### src/rtl/reg_pkg.sv
// Shared constants for the register bank and its write-back arbiter.
package reg_pkg;

    localparam int NREGS  = 8;
    localparam int WIDTH  = 16;
    localparam int ADDR_W = 3;

    // Write-back port selector; also the encoding of the priority bit.
    typedef enum logic {
        PORT_A = 1'b0,
        PORT_M = 1'b1
    } port_e;

    // The port that gets priority after a port has been granted.
    function automatic port_e other_port(input port_e p);
        return (p == PORT_A) ? PORT_M : PORT_A;
    endfunction

endpackage

### src/rtl/reg_writeback_arbiter_if.sv
// Write-back bus: ALU and load request ports, decode reservation port and
// register-bank/scoreboard outputs.
interface reg_writeback_arbiter_if #(
    parameter int NREGS  = reg_pkg::NREGS,
    parameter int WIDTH  = reg_pkg::WIDTH,
    parameter int ADDR_W = reg_pkg::ADDR_W
);

    logic              a_valid;
    logic [ADDR_W-1:0] a_addr;
    logic [WIDTH-1:0]  a_data;
    logic              a_ready;

    logic              m_valid;
    logic [ADDR_W-1:0] m_addr;
    logic [WIDTH-1:0]  m_data;
    logic              m_ready;

    logic              rsv_valid;
    logic [ADDR_W-1:0] rsv_addr;

    logic [NREGS-1:0]  en;
    logic [WIDTH-1:0]  wr_data;
    logic [NREGS-1:0]  pending;
    logic              err_dbl_rsv;

    // Requesters / decode stage side.
    modport master (
        output a_valid, a_addr, a_data,
        output m_valid, m_addr, m_data,
        output rsv_valid, rsv_addr,
        input  a_ready, m_ready,
        input  en, wr_data, pending, err_dbl_rsv
    );

    // Arbiter side.
    modport slave (
        input  a_valid, a_addr, a_data,
        input  m_valid, m_addr, m_data,
        input  rsv_valid, rsv_addr,
        output a_ready, m_ready,
        output en, wr_data, pending, err_dbl_rsv
    );

endinterface

### src/rtl/reg_addr_decoder.sv
// Binary register address to one-hot enable vector.
module reg_addr_decoder #(
    parameter int ADDR_W = reg_pkg::ADDR_W,
    parameter int NREGS  = reg_pkg::NREGS
) (
    input  logic [ADDR_W-1:0] addr,
    output logic [NREGS-1:0]  onehot
);

    // Compare against every index so addresses beyond NREGS decode to zero.
    always_comb begin
        onehot = '0;
        for (int i = 0; i < NREGS; i++) begin
            onehot[i] = (addr == ADDR_W'(i));
        end
    end

endmodule

### src/rtl/reg_writeback_arbiter.sv
// Two-port (ALU / load) register write-back arbiter with alternating
// priority, registered one-hot write enable and a pending-write scoreboard.
module reg_writeback_arbiter #(
    parameter int NREGS  = reg_pkg::NREGS,
    parameter int WIDTH  = reg_pkg::WIDTH,
    parameter int ADDR_W = reg_pkg::ADDR_W
) (
    input  logic                  clk,
    input  logic                  rst,
    reg_writeback_arbiter_if.slave bus
);

    import reg_pkg::*;

    port_e             prio_q;
    logic              a_take;
    logic              m_take;
    logic              xfer_p0;
    logic [ADDR_W-1:0] xfer_addr_p0;
    logic [WIDTH-1:0]  xfer_data_p0;
    logic [NREGS-1:0]  xfer_onehot_p0;
    logic [NREGS-1:0]  rsv_onehot_p0;
    logic [NREGS-1:0]  pending_d;

    logic [NREGS-1:0]  en_p1;
    logic [WIDTH-1:0]  wr_data_p1;
    logic [NREGS-1:0]  pending_p1;
    logic              err_dbl_rsv_p1;

    // Grant: a lone valid wins, contention goes to the priority port, nothing during reset.
    always_comb begin
        a_take = 1'b0;
        m_take = 1'b0;
        if (!rst) begin
            if (bus.a_valid && (!bus.m_valid || prio_q == PORT_A)) begin
                a_take = 1'b1;
            end else if (bus.m_valid) begin
                m_take = 1'b1;
            end
        end
    end

    assign xfer_p0      = a_take || m_take;
    assign xfer_addr_p0 = m_take ? bus.m_addr : bus.a_addr;
    assign xfer_data_p0 = m_take ? bus.m_data : bus.a_data;

    reg_addr_decoder #(.ADDR_W(ADDR_W), .NREGS(NREGS)) u_xfer_dec (
        .addr   (xfer_addr_p0),
        .onehot (xfer_onehot_p0)
    );

    reg_addr_decoder #(.ADDR_W(ADDR_W), .NREGS(NREGS)) u_rsv_dec (
        .addr   (bus.rsv_addr),
        .onehot (rsv_onehot_p0)
    );

    // Scoreboard update: clear the written register, then set the reserved one so set wins.
    always_comb begin
        pending_d = pending_p1;
        if (xfer_p0) begin
            pending_d = pending_d & ~xfer_onehot_p0;
        end
        if (bus.rsv_valid) begin
            pending_d = pending_d | rsv_onehot_p0;
        end
    end

    // ---- stage p0 -> p1: register write port, scoreboard and priority ----
    always_ff @(posedge clk) begin
        if (rst) begin
            en_p1          <= '0;
            wr_data_p1     <= '0;
            pending_p1     <= '0;
            err_dbl_rsv_p1 <= 1'b0;
            prio_q         <= PORT_A;
        end else begin
            en_p1          <= xfer_p0 ? xfer_onehot_p0 : '0;
            if (xfer_p0) begin
                wr_data_p1 <= xfer_data_p0;
                prio_q     <= other_port(m_take ? PORT_M : PORT_A);
            end
            pending_p1     <= pending_d;
            err_dbl_rsv_p1 <= bus.rsv_valid && |(pending_p1 & rsv_onehot_p0);
        end
    end

    assign bus.a_ready     = a_take;
    assign bus.m_ready     = m_take;
    // A write whose enable lands in a reset cycle is dropped.
    assign bus.en          = en_p1 & {NREGS{~rst}};
    assign bus.wr_data     = wr_data_p1;
    assign bus.pending     = pending_p1;
    assign bus.err_dbl_rsv = err_dbl_rsv_p1;

endmodule
### src/flat_wrapper.sv
// flat-port wrapper written by rule: the top's interface ports become plain ports
module reg_writeback_arbiter_flat import reg_pkg::*;
#(
    parameter int NREGS  = reg_pkg::NREGS,
    parameter int WIDTH  = reg_pkg::WIDTH,
    parameter int ADDR_W = reg_pkg::ADDR_W
)
  (clk, rst, bus_a_valid, bus_a_addr, bus_a_data, bus_m_valid, bus_m_addr, bus_m_data, bus_rsv_valid, bus_rsv_addr, bus_a_ready, bus_m_ready, bus_en, bus_wr_data, bus_pending, bus_err_dbl_rsv);
  reg_writeback_arbiter_if #(.NREGS(NREGS), .WIDTH(WIDTH), .ADDR_W(ADDR_W)) bus_i ();
  input  logic clk;
  input  logic rst;
  input wire logic [$bits(bus_i.a_valid)-1:0] bus_a_valid;
  input wire logic [$bits(bus_i.a_addr)-1:0] bus_a_addr;
  input wire logic [$bits(bus_i.a_data)-1:0] bus_a_data;
  input wire logic [$bits(bus_i.m_valid)-1:0] bus_m_valid;
  input wire logic [$bits(bus_i.m_addr)-1:0] bus_m_addr;
  input wire logic [$bits(bus_i.m_data)-1:0] bus_m_data;
  input wire logic [$bits(bus_i.rsv_valid)-1:0] bus_rsv_valid;
  input wire logic [$bits(bus_i.rsv_addr)-1:0] bus_rsv_addr;
  output wire logic [$bits(bus_i.a_ready)-1:0] bus_a_ready;
  output wire logic [$bits(bus_i.m_ready)-1:0] bus_m_ready;
  output wire logic [$bits(bus_i.en)-1:0] bus_en;
  output wire logic [$bits(bus_i.wr_data)-1:0] bus_wr_data;
  output wire logic [$bits(bus_i.pending)-1:0] bus_pending;
  output wire logic [$bits(bus_i.err_dbl_rsv)-1:0] bus_err_dbl_rsv;
  assign bus_i.a_valid = bus_a_valid;
  assign bus_i.a_addr = bus_a_addr;
  assign bus_i.a_data = bus_a_data;
  assign bus_i.m_valid = bus_m_valid;
  assign bus_i.m_addr = bus_m_addr;
  assign bus_i.m_data = bus_m_data;
  assign bus_i.rsv_valid = bus_rsv_valid;
  assign bus_i.rsv_addr = bus_rsv_addr;
  assign bus_a_ready = bus_i.a_ready;
  assign bus_m_ready = bus_i.m_ready;
  assign bus_en = bus_i.en;
  assign bus_wr_data = bus_i.wr_data;
  assign bus_pending = bus_i.pending;
  assign bus_err_dbl_rsv = bus_i.err_dbl_rsv;
  reg_writeback_arbiter #(.NREGS(NREGS), .WIDTH(WIDTH), .ADDR_W(ADDR_W)) u_core (.clk(clk), .rst(rst), .bus(bus_i));
endmodule
### config.mk
export PLATFORM = sky130hd
export DESIGN_NAME = reg_writeback_arbiter_flat
export DESIGN_NICKNAME = d
export VERILOG_FILES = /design/src/rtl/reg_pkg.sv /design/src/rtl/reg_writeback_arbiter_if.sv /design/src/rtl/reg_addr_decoder.sv /design/src/rtl/reg_writeback_arbiter.sv /design/src/flat_wrapper.sv
export SDC_FILE = /design/constraint.sdc
export NUM_CORES = 1
export LEC_CHECK = 0
export BUFFER_PORTS_ARGS = -buffer_cell sky130_fd_sc_hd__buf_2
export CAP_MARGIN = 15
export CORE_MARGIN = 2
export CORE_UTILIZATION = 42
export CTS_CLUSTER_DIAMETER = 80
export CTS_CLUSTER_SIZE = 20
export DETAILED_ROUTE_END_ITERATION = 10
export GPL_TIMING_DRIVEN = 0
export PLACE_DENSITY_LB_ADDON = 0.12
export SYNTH_ARGS = -nofsm -noshare
export SYNTH_HDL_FRONTEND = slang
export SYNTH_SLANG_ARGS = --single-unit
### constraint.sdc
create_clock -name clk -period 1.2 [get_ports clk]
set_clock_uncertainty 0.05 [all_clocks]
set_input_delay 0.06 -clock clk [delete_from_list [all_inputs] [get_ports clk]]
set_output_delay 0.06 -clock clk [all_outputs]
set_load 0.05 [all_outputs]
==> results of run 1 <==
==> power breakdown <==
part / internal (mW) / switching (mW) / leakage, nW
sequential: 1.21 / 0.0450 / 0.281
clock: 0.579 / 0.390 / 0.0575
combinational: 0.316 / 0.551 / 0.856
total: 2.10 / 0.985 / 1.19
==> state kept, by name (all words and copies together) (netlist names) <==
signal / cells
u_core.bus.wr_data: 16
u_core.bus.pending: 8
u_core.en_p1: 8
u_core.bus.err_dbl_rsv: 1
u_core.prio_q: 1
==> routing by layer <==
metal	track usage (%)	part of all wire (%)
met1	26.98	46
met2	33.25	48
met3	3.618	4.9
met4	7.750	0.87
met5	0	0
==> cells in the mapped netlist, types with 3 or more instances <==
cell	instances
nor3_1	4
nor4_1	3
nor2_1	29
a211oi_1	14
dfxtp_1	34
clkbuf_1	3
mux2i_1	22
a31oi_1	9
nor3b_1	4
o21ai_0	6
nor2b_1	9
buf_2	5
mux2_2	4
nand2b_1	7
nand2_1	12
==> cell type report <==
type	instances	area share (%)
Tap cell	50	2.495
Sequential cell	34	27.30
Buffer	13	3.842
Timing Repair Buffer	87	20.16
Inverter	2	0.3992
Multi-Input combinational cell	141	41.42
Clock buffer	8	4.391
==> what timing repair did <==
action	in CTS	in global routing
cloned	1	0
setup endpoints to repair	34	35
gates resized for setup	18	13
setup buffers	8	0
pin swaps	4	2
==> worst max path at each step <==
stage | cells past startpoint | slack (ns) | end
after CTS | 6 | -0.14 | u_core.bus.wr_data[1]
after global placement | 4 | -0.21 | u_core.en_p1[4]
final | 4 | -0.15 | bus_a_ready
after floorplan | 4 | -0.13 | u_core.bus.err_dbl_rsv
after detailed placement | 5 | -0.18 | u_core.bus.pending[6]
after global routing | 6 | -0.21 | u_core.bus.wr_data[2]
==> cells by family after synthesis <==
kind of cell / count (synthesis) / synth area share [%]
compound gates: 41 / 17.14
mux: 26 / 15.33
buf+inv: 15 / 6.073
simple gates: 74 / 22.13
flops: 34 / 39.33
==> metrics by stage <==
stage	total power, mW	instances	setup WS, ns
finish	3.089	335	-0.1509
global route	3.244	335	-0.2098
CTS	3.092	335	-0.1376
floorplan	1.829	190	-0.1335
detailed placement	2.046	318	-0.1809
global placement	2.039	318	-0.2076
==> cells in the final DEF (no fill, tap or decap), types with 7 or more instances in the layout <==
| cell | synthesis | final |
|---|---|---|
| nor2_1 | 29 | 28 |
| nand2_1 | 12 | 12 |
| nor2b_1 | 9 | 7 |
| buf_4 | 2 | 7 |
| o21ai_1 | 2 | 8 |
| mux2i_1 | 22 | 16 |
| a31oi_1 | 9 | 9 |
| nand2b_1 | 7 | 7 |
| a211oi_1 | 14 | 9 |
| buf_2 | 5 | 81 |
| clkbuf_8 | 0 | 8 |
| dfxtp_1 | 34 | 31 |
| a211oi_2 | 2 | 7 |
==> impl_metrics.toml, run 1 <==
[floorplanning]
io_pins = 81
die_w_um = 68.19
die_area_um2 = 4649
floorplan.die.height_um = 68.19
starting_utilization_of_the_core_area_pct = 43.57
coreArea_um2 = 3971
fp-row-count = 23

[sta]
tightestPinTransition_ns = 0.5349
whs_ns = 0.01757
post-route-period-util_pct = 112.6
timing.fmax_mhz = 740.2
setup-tns-final_ns = -3.453
report.final.slew_viol_count = 0
setup_ws_ns = -0.1509
post_layout_min_period_ns = 1.351
report.final.setup_viol = 34
setup_repair_after_global_routing_missed_its_margin = "true"
hold_viol_final = 0
maxSlewHeadroom_pct = 64.34

[worst_setup_path]
start_kind = "flip-flop"
timing.critical_path.cells = "buf_4 -> a21bo_2 -> nor2_2 -> buf_6"
path_buf_inv = 2
reg2reg_to = "u_core.bus.wr_data[1]"
crit_path_max_fanout = 3
cp_slowest_stage_delay_ns = 0.33
ff2ff_path_depth = 6
critPathArrivalTime_ns = 1.24
worst-r2r-setup-slack_ns = -0.14
worst_path_max_delay_cell = "dfxtp_2"
timing.critical_path.to_type = "primary output"
timing.critical_path.required_ns = 1.09
worst_path_dominant_cell_family = "flip-flops"
cp-startpoint = "u_core.prio_q"
reg2reg_from = "u_core.prio_q"
worst-setup-path-type = "reg -> out"

[yosys]
ys_seq_area_share_pct = 39.33
top_cell_type_by_total_area_after_synthesis = "dfxtp_1"
yosys_warnings = 0
synth_top_area_share_pct = 39.33
yosys.cell_types.count = 35
async_flop_share_pct = 0
synth_ff_type = "dfxtp_1"
synth_top_cells_by_area = "dfxtp_1 39%, mux2i_1 13%, nor2_1 6.3%"
synth_enable_flop_cells = 0
postSynthRegisterBits = 34
syn-num-nets = 236
synth_area_um2 = 1730
syn-instance-count = 190
syn-mean-instance-area_um2 = 9.107

[placement]
post_dp_cell_area_um2 = 2193
gp_congestion = 0.7879
place.port_buffers = 78
detailed_place_hpwl_um = 3127

[layout]
utilization_pct = 63.14
area_delta_synth_final_pct = 44.90
multi_input_area_um2 = 1039
final_cell_area_um2 = 2507
diodes = 0
drive_above_1_share_pct = 48.77
seq_area_um2 = 684.4
final_net_count = 330
fillers = 337

[drt]
post_drt_via_cell_ratio = 5.081
wl_um = 4355
dr.pass1.iters = 4
wl_per_cell_um = 13.00
drcViolationCount = 0
ant_nets = 0
drt_first_iter_violations = 76
via_count = 1702

[clock_network]
clk_path_buf_depth = 2
cts_made_buffers = 5
cts.hold.buffers_added = 0
worst_setup_hold_path_clk_slew_ns = 0.07
worst_skew_pair_later_pin_latency_ns = 0.28
cts_root_buffer = "clkbuf_8"
cts_tree = "built"
ctsHtreeMaxLevel = 2
tritoncts_num_sinks = 34

[pwr]
vdd_drop_max_uv = 508.0
leakage_nw = 1.194
power.density_nw_per_um2 = 1232

[grt]
remaining_overflow_grt = 0
grt_antenna_before_repair = 0
track_usage_pct = 20.46
vias_in_the_first_global_route = 1518
grt_first_pass_wirelength_um = 7093
grt_max_degree = 11

[hold_path]
hold_path_depth = 2
holdCritStartpoint = "bus_rsv_valid"
min_path_type = "in -> reg"
hold_end = "u_core.bus.err_dbl_rsv"

[run_status]
violations_in_the_final_reports = "setup timing"
outcome = "finished, violations left"

[run]
max_cap_viol_count = 0
Power figures use the tool's default switching activity.
==> inputs of run 2 (changes only) <==
--- a/config.mk
+++ b/config.mk
@@ -5,13 +5,13 @@
 export SDC_FILE = /design/constraint.sdc
 export NUM_CORES = 1
 export LEC_CHECK = 0
-export BUFFER_PORTS_ARGS = -buffer_cell sky130_fd_sc_hd__buf_2
 export CAP_MARGIN = 15
 export CORE_MARGIN = 2
-export CORE_UTILIZATION = 42
+export CORE_UTILIZATION = 56
 export CTS_CLUSTER_DIAMETER = 80
 export CTS_CLUSTER_SIZE = 20
 export DETAILED_ROUTE_END_ITERATION = 10
+export DONT_BUFFER_PORTS = 1
 export GPL_TIMING_DRIVEN = 0
 export PLACE_DENSITY_LB_ADDON = 0.12
 export SYNTH_ARGS = -nofsm -noshare
==> impl_metrics.toml, run 2 (synthesized netlist as in run 1, its figures left out) <==
[drt]
post_drt_via_cell_ratio = 6.523
ant_nets = 0
via_count = 1807
drcViolationCount = 0
wl_per_cell_um = 22.98
dr.pass1.iters = 6
drt_first_iter_violations = 113
wl_um = 6365

[layout]
fillers = 138
mostFrequentLayoutCells = "39 x dlygate4sd3_1, 26 x nor2_1, 24 x dfxtp_1"
seq_area_um2 = 698.2
drive_above_1_share_pct = 33.61
area_delta_synth_final_pct = 50.47
final_cell_area_um2 = 2604
layout_commonest_cell = "dlygate4sd3_1"
largest_reg_flops = 16
multi_input_area_um2 = 1220
final_net_count = 289
diodes = 0

[worst_setup_path]
worst-setup-path-type = "reg -> reg"
worst_path_max_delay_cell = "dfxtp_2"
critPathArrivalTime_ns = 1.65
timing.critical_path.to_type = "flip-flop"
crit_path_max_fanout = 10
cp_slowest_stage_delay_ns = 0.35
timing.critical_path.cells = "nand2b_4 -> nand3_4 -> buf_6 -> mux2i_1 -> a211oi_1"
worst_path_dominant_cell_family = "flip-flops"
start_kind = "flip-flop"
timing.critical_path.required_ns = 1.35
path_buf_inv = 1

[sta]
setup_repair_after_global_routing_missed_its_margin = "true"
report.final.slew_viol_count = 0
setup-tns-final_ns = -5.782
maxSlewHeadroom_pct = 51.80
timing.fmax_mhz = 670.5
tightestPinTransition_ns = 0.7231
post-route-period-util_pct = 124.3
setup_ws_ns = -0.2914
report.final.setup_viol = 35
post_layout_min_period_ns = 1.491
hold_viol_final = 0

[clock_network]
ctsHtreeMaxLevel = 2
worst_setup_hold_path_clk_slew_ns = 0.11
cts_tree = "built"
clk_path_buf_depth = 2
worst_skew_pair_later_pin_latency_ns = 0.33
tritoncts_num_sinks = 34
cts_root_buffer = "clkbuf_4"
cts_made_buffers = 5

[grt]
vias_in_the_first_global_route = 1737
use_met3_pct = 11.14
grt.met2_usage_pct = 57.93
grt_max_degree = 12
gr-max-usage-layer = "met2"
track_usage_pct = 31.82
remaining_overflow_grt = 0
grt_first_pass_wirelength_um = 8211
grt_antenna_before_repair = 0
grtUsageMet1_pct = 31.39

[pwr]
power.density_nw_per_um2 = 1167
design_power_total_mw = 3.039
vdd_drop_max_uv = 999.0
leakage_nw = 0.9895

[placement]
pre_cts_ws_ns = -0.2296
gp_congestion = 0.8279
place.port_buffers = 0
post_dp_cell_area_um2 = 1782
detailed_place_hpwl_um = 2944

[run]
max_cap_viol_count = 0

[floorplanning]
die_w_um = 59.59
floorplan.die.height_um = 59.59
coreArea_um2 = 3003
starting_utilization_of_the_core_area_pct = 57.63
die_area_um2 = 3550
io_pins = 81
fp-row-count = 20

[run_status]
violations_in_the_final_reports = "setup timing"
outcome = "finished, violations left"

[hold_path]
min_path_type = "in -> reg"
==> run 2: area by class of cell <==
cell class / count / share of cell area, %
repair buffers: 47 / 18.31
plain buffers: 12 / 2.931
well taps: 33 / 1.586
clock inverters: 3 / 1.538
inverters: 2 / 0.5286
multi-input cells: 141 / 46.85
clock buffers: 5 / 1.442
flip-flops and latches: 34 / 26.81
==> run 2: layer usage <==
layer / wire length (um) / up-vias
met1: 2316 / 868
met3: 488 / 35
met5: 0 / -
met4: 348 / 0
li1: - / 788
met2: 3212 / 116
==> run 2: path summary, 6_finish.rpt <==
check / from / to / slack [ns] / depth (start not counted)
worst min register to register: u_core.bus.pending[0] / u_core.bus.pending[0] / 0.55 / 2
worst min-delay path: bus_m_addr[0] / u_core.bus.pending[1] / 0.01 / 3
worst max-delay path: u_core.prio_q / u_core.bus.wr_data[5] / -0.29 / 5
worst max register to register: u_core.prio_q / u_core.bus.wr_data[5] / -0.29 / 5
==> run 2: power by group <==
group	internal (mW)	leakage (nW)	switching, mW
clock	0.431	0.0450	0.410
combinational	0.328	0.660	0.360
sequential	1.21	0.284	0.301
total	1.97	0.990	1.07
==> run 2: through the flow <==
step | hold slack (ns) | util, % | cells
after floorplan | 0.1562 | - | 190
after global placement | 0.1602 | 59.33 | 223
after detailed placement | 0.1638 | 59.33 | 223
after CTS | 0.002843 | 82.79 | 278
after global routing | 0.03635 | 86.71 | 277
final | 0.01169 | 86.71 | 277
==> run 2: what timing repair did <==
item                       CTS  global route
hold endpoints to repair    25             0
pin swaps                   13             7
hold buffers                39             0
setup endpoints to repair   42            37
setup buffers                8             0
gates resized for setup     44            30
==> run 2: worst reg2reg max path, stage by stage, from the launching register on <==
cell and delay, ns:
dfxtp_2 0.35, nand2b_4 0.15, nand3_4 0.11, buf_6 0.21, mux2i_1 0.36, a211oi_1 0.12
